==> config.mk <==
export PLATFORM = sky130hd
export DESIGN_NAME = feature_stream_out
export DESIGN_NICKNAME = d
export VERILOG_FILES = /design/src/rtl/feature_stream_out_pkg.sv /design/src/rtl/feature_stream_out.sv
export SDC_FILE = /design/constraint.sdc
export NUM_CORES = 2
export LEC_CHECK = 0
export ABC_CLOCK_PERIOD_IN_PS = 3100
export BUFFER_PORTS_ARGS = -buffer_cell sky130_fd_sc_hd__buf_2
export CORE_AREA = 2 2 631 633
export CTS_BUF_LIST = sky130_fd_sc_hd__clkbuf_8
export DETAILED_ROUTE_END_ITERATION = 12
export DIE_AREA = 0 0 633 635
export SYNTH_ARGS = -nofsm -noshare
export SYNTH_HDL_FRONTEND = slang
export SYNTH_SLANG_ARGS = --single-unit
==> constraint.sdc <==
create_clock -name clk -period 3.1 [get_ports clk]
set_input_delay 0.62 -clock clk [delete_from_list [all_inputs] [get_ports clk]]
set_output_delay 0.62 -clock clk [all_outputs]
set_load 0.01 [all_outputs]
==> src/rtl/feature_stream_out_pkg.sv <==
// Shared constants and FSM state encoding for feature_stream_out.
package feature_stream_out_pkg;

  localparam int DATA_WIDTH = 16;
  localparam int NUM_IN     = 100;

  typedef enum logic {
    IDLE   = 1'b0,
    STREAM = 1'b1
  } state_e;

endpackage

==> src/rtl/feature_stream_out.sv <==
// Captures one packed feature vector and streams its elements one per accepted beat.
// Optional macro FEATURE_STREAM_OUT_RELU_EN clamps negative elements to zero on the output path.
module feature_stream_out
  import feature_stream_out_pkg::*;
#(
  parameter int data_width = DATA_WIDTH,
  parameter int numofinput = NUM_IN,
  localparam int IDX_W     = (numofinput > 1) ? $clog2(numofinput) : 1
) (
  input  logic                               clk,
  input  logic                               rst_n,
  input  logic [numofinput*data_width-1:0]   f_in,
  input  logic                               in_valid,
  output logic                               in_ready,
  output logic signed [data_width-1:0]       out_data,
  output logic                               out_valid,
  input  logic                               out_ready,
  output logic                               out_last,
  output logic [IDX_W-1:0]                   out_idx
);

  localparam logic [IDX_W-1:0] LAST_IDX = IDX_W'(numofinput - 1);

  state_e                           state_q, state_d;
  logic [IDX_W-1:0]                 idx_q, idx_d;
  logic [numofinput*data_width-1:0] vec_q, vec_d;
  logic [data_width-1:0]            elem;
  logic                             at_last;

  always_ff @(posedge clk) begin
    if (!rst_n) begin
      state_q <= IDLE;
      idx_q   <= '0;
      vec_q   <= '0;
    end else begin
      state_q <= state_d;
      idx_q   <= idx_d;
      vec_q   <= vec_d;
    end
  end

  assign at_last = (idx_q == LAST_IDX);

  always_comb begin
    state_d   = state_q;
    idx_d     = idx_q;
    vec_d     = vec_q;
    in_ready  = 1'b0;
    out_valid = 1'b0;
    case (state_q)
      IDLE: begin
        in_ready = 1'b1;
        if (in_valid) begin
          vec_d   = f_in;
          idx_d   = '0;
          state_d = STREAM;
        end
      end
      STREAM: begin
        out_valid = 1'b1;
        if (out_ready) begin
          // idx returns to 0 on the last beat so it never exceeds numofinput-1
          if (at_last) begin
            idx_d   = '0;
            state_d = IDLE;
          end else begin
            idx_d = idx_q + 1'b1;
          end
        end
      end
      default: state_d = IDLE;
    endcase
  end

  always_comb begin
    elem     = vec_q[int'(idx_q) * data_width +: data_width];
    out_data = '0;
    out_last = 1'b0;
    out_idx  = idx_q;
    if (state_q == STREAM) begin
`ifdef FEATURE_STREAM_OUT_RELU_EN
      out_data = elem[data_width-1] ? '0 : elem;
`else
      out_data = elem;
`endif
      out_last = at_last;
    end
  end

endmodule

Yosys cells after proc, flatten, opt, wreduce, memory -nomap -nowiden

Index checks and enable logic that the tools add are counted.

Memories: 0
Register bits after elaboration: 1,608
Logic and storage cells: 23
Output and inout bits: 26
Latch bits: 0
RAM bits: 0
Bits in read-only memories: 0

Bitwise gates (word level): 1
Equality and inequality tests: 3
Shift-type cells: 1
Reduce and logical (&&, ||, !) cells: 2
Multiplexer cells: 12
Magnitude comparators: 0
Add/sub/neg operators: 1
Divide/modulo/power cells: 0
$mul: 0

Operators with widths:

| cell                | count |
|---|---|
| $shiftx 1600x12->16 | 1 |
| $mux 7              | 3 |
| $mux 16             | 1 |
| $pmux 7 s2          | 1 |
| $add 7x1->7 const B | 1 |
| $eq 7x7->1 const B  | 1 |
| $mux 1              | 6 |
| $ne 2x2->1 const B  | 2 |
| $reduce_and 2->1    | 2 |
| $pmux 1 s2          | 1 |
| $not 1->1           | 1 |

Depth between registers and ports, before layout

Depth after elaboration: 4
Mapped depth: 11
Depth with buffers taken out: 6

Worst setup path after synthesis

Ideal clock, no wire load.

Path type: register to output
Start: reg idx_q[0], in the netlist out_idx[0]
End: out out_data[2]
Setup slack: 121 ps
Buffers on the path: 3
Cell stages (with the launch flop): 8
Required time: 2,480 ps
Arrival: 2,359 ps
Path through: dfxtp_1 > buf_6 > buf_6 > buf_2 > mux4_2 > mux4_2 > a311oi_1 > nor3_1

Longest elaborated chain between the ends: 2

RTL lines:

| element                  | line                     | text |
|---|---|---|
| start: declaration       | feature_stream_out.sv:25 | `logic [IDX_W-1:0] idx_q, idx_d;` |
| start signal: assignment | feature_stream_out.sv:37 | `idx_q <= idx_d;` |
| $shiftx 1600x12->16      | feature_stream_out.sv:76 | `elem = vec_q[int'(idx_q) * data_width +: data_width];` |
| $mux 16                  | feature_stream_out.sv:80 | `if (state_q == STREAM) begin` |
| end: declaration         | feature_stream_out.sv:15 | `output logic signed [data_width-1:0] out_data,` |

Every way passes these cells.

Worst setup path in the final report

Start: reg idx_q[0], in the netlist out_idx[0]
End: out out_data[10]

Same word-level chain as after synthesis.

==> impl_metrics.env <==
export IMPL_io_buffers=1629
export IMPL_syn_cell_area_sq_um=71670
export IMPL_holdCritStartpoint="rst_n"
export IMPL_maxCapViolCount=0
export IMPL_rsz0062_at_grt="yes"
export IMPL_grt_overflow_total=0
export IMPL_layout_common_cells="nand2_1, buf_2, dlygate4sd3_1"
export IMPL_clock_sinks=1608
export IMPL_postRouteAntennaNets=0
export IMPL_ys_seq_area_share_pct=44.91
export IMPL_grt_pass1_wl_um=610200
export IMPL_vias=76730
export IMPL_cts_buffers=300
export IMPL_ys_warnings_count=0
export IMPL_layout_commonest_cell="nand2_1"
export IMPL_p_leak_uw=0.04439
export IMPL_synth_main_ff_cell="dfxtp_1"
export IMPL_register_area_sq_um=32220
export IMPL_r2r_start="state_q"
export IMPL_cts_tree="yes"
export IMPL_hold_viol_final=0
export IMPL_p_seq_share_pct=41.9
export IMPL_first_pass_iters=6
export IMPL_routed_wl_um=459700
export IMPL_netSwitchingPower_uw=16090
export IMPL_violations="setup timing"
export IMPL_maxSlewViolCount=0
export IMPL_path_class="flop to output pin"
export IMPL_clock_path_buffers=4
export IMPL_dp_hpwl_um=357600
export IMPL_r2r_slack_ps=420
export IMPL_post_route_min_period_ps=4988
export IMPL_wl_per_cell_um=27.00
export IMPL_p_int_uw=38550
export IMPL_tns_ps=-27430
export IMPL_vias_per_cell=4.507
export IMPL_max_freq_mhz=200.5
export IMPL_grt_max_degree=172
export IMPL_antenna_found_initial=286
export IMPL_synthArstFlopShare_pct=0
export IMPL_fp_dieH_um=635
export IMPL_instances_no_fill=17020
export IMPL_holdCritPathClass="primary input to flop"
export IMPL_grt_pass1_vias=76410
export IMPL_whs_path_depth=3
export IMPL_area_growth_pct=58.79
export IMPL_fp_dieW_um=633
export IMPL_max_slew_margin_rel_pct=44.71
export IMPL_syn_area_per_cell_sq_um=8.905
export IMPL_synth_cell_types=49
export IMPL_ys_seq_elements=1608
export IMPL_clock_latency_ps=1100
export IMPL_synth_edf_count=0
export IMPL_setup_ws_ps=-1888
export IMPL_required_ps=2480
export IMPL_status="finished, violations left"
export IMPL_setup_viol_count_final=17
export IMPL_track_usage_pct=21.81
export IMPL_worst_ep_arrival_time_ps=4370
export IMPL_min_period_over_period_pct=160.9
export IMPL_path_max_fanout=6
export IMPL_initialDrtViolationCount=6220
export IMPL_die_area_sq_um=402000
export IMPL_timing_rr_end="vec_q[566]"
export IMPL_h_tree_depth=5
export IMPL_globalplace_congestion=0.9328
export IMPL_critPathLaunchType="flop"
export IMPL_power_frac_clock_pct=41.5
export IMPL_syn_instance_count=8049
export IMPL_multi_input_area_sq_um=37690
export IMPL_endpoint_kind="output pin"
export IMPL_ir_worst_vdd_mv=0.2743
export IMPL_path_clk_slew_ps=60
export IMPL_finalNetCount=13030
export IMPL_skew_ps=75.36
export IMPL_holdPathEnd="vec_q[85]"
export IMPL_dp_cells=14710
export IMPL_core_rowCount=231
export IMPL_combPwrFrac_pct=16.6
export IMPL_drc=0
export IMPL_final_layout_size_suffix_gt1_share_pct=26.90
export IMPL_cts_root_buf="clkbuf_8"
export IMPL_p_per_area_nw_per_um2=480.1
export IMPL_synth_fp_nets=9654
export IMPL_rr_worst_depth=7
export IMPL_core_area_sq_um=394800
export IMPL_initial_utilization_pct=18.15
export IMPL_tightest_slew_ps=806.2
export IMPL_num_io_pins=1630
export IMPL_fill_cells=40990
export IMPL_swShare_pct=29.45
worst max-delay path, stage by stage, from the launching register on:
cell and delay [ps]:
dfxtp_4 370, buf_12 120, buf_12 120, buf_16 110, buf_12 130, buf_6 120, buf_6 120, mux4_2 580
mux4_2 630, a211oi_4 440, buf_6 170, nor3_1 80, buf_12 150, buf_2 140
cell families after synthesis:
| family | count (synthesis) | share of synthesized area, % |
|---|---|---|
| compound gates | 1792 | 18.63 |
| fa+ha+maj | 1 | 0.01745 |
| buf+inv | 685 | 3.984 |
| flops | 1608 | 44.91 |
| mux | 536 | 14.26 |
| simple gates | 3427 | 18.20 |
state kept, by name (all words and copies together) (netlist names):
name,count
vec_q,1600
state_q,1
out_idx,7
what timing repair did:
item / in CTS / in global routing
hold buffers: 1602 / 0
setup endpoints to repair: 18 / 17
pin swaps: 18 / 41
cloned: 5 / 4
gates resized for setup: 150 / 135
buffers inserted: 23 / 25
hold endpoints to repair: 1602 / 0
final cells by class:
type / count / area share, %
tap: 5242 / 5.763
inverter: 4 / 0.02199
clock buffer: 366 / 4.426
antenna: 145 / 0.3188
multi-input combinational: 5757 / 33.12
sequential: 1608 / 28.31
timing repair buffer: 3749 / 26.81
clock inverter: 153 / 1.229
through the flow:
stage               hold slack (ps)  area, sq um  setup WS (ps)  util, %  power [uW]
floorplan                     440.2        71670          121.5        -       26190
global placement              447.7        88950          -2009    22.53       30160
detailed placement            454.3        88960          -2010    22.53       30210
CTS                           66.74       112500          -2202    28.51       54960
global route                  143.3       113700          -2099    28.79       56620
finish                        221.5       113800          -1888    28.83       54640
how the worst max path moves through the flow:
stage               startpoint  slack [ps]            to  depth (start not counted)
finish              out_idx[0]       -1890  out_data[10]                         13
global placement    out_idx[1]       -2010   out_data[9]                         14
CTS                 out_idx[0]       -2200   out_data[9]                         12
global route        out_idx[0]       -2100  out_data[10]                         13
floorplan           out_idx[0]         120   out_data[2]                          7
detailed placement  out_idx[1]       -2010   out_data[9]                         14
synth_stat cells, types with 5 or more instances:
master	count	area, sq um
nand2_1	3319	12460
dfxtp_1	1608	32190
a21boi_0	1601	12020
clkbuf_1	579	2173
mux4_2	387	8716
mux2i_1	140	1401
buf_2	41	205.2
buf_4	40	300.3
a22oi_1	32	240.2
a21oi_1	26	130.1
nor2_1	26	97.59
o21ai_0	25	125.1
a31oi_1	24	150.1
a221oi_1	20	175.2
nor3_1	16	80.08
nor2b_1	13	81.33
a22o_1	11	96.34
buf_6	11	123.9
nand3_1	11	55.05
a211oi_1	10	75.07
and2_1	10	62.56
buf_1	10	37.54
o22ai_1	10	62.56
mux2_2	9	101.4
nand4_1	8	50.05
and3_1	7	43.79
o211ai_1	7	52.55
a2111oi_0	5	43.79
a311oi_1	5	43.79
nand2b_1	5	31.28
power by group through the flow:
| stage | sequential [uW] | combinational (uW) | clock [uW] |
|---|---|---|---|
| global placement | 23300 | 6880 | 0 |
| floorplan | 22800 | 3390 | 0 |
| detailed placement | 23300 | 6930 | 0 |
| finish | 22900 | 9070 | 22700 |
| CTS | 22800 | 8950 | 23200 |
| global route | 23000 | 9680 | 24000 |
per-layer routing:
| layer | share of wire (%) | global-route usage (%) | up-vias |
|---|---|---|---|
| li1 | - | - | 34160 |
| met1 | 40 | 26.70 | 36790 |
| met2 | 45 | 34.62 | 4097 |
| met3 | 7.3 | 4.851 | 1548 |
| met4 | 7.0 | 13.68 | 140 |
| met5 | 0.20 | 0 | - |
Power figures use the tool's default switching activity.
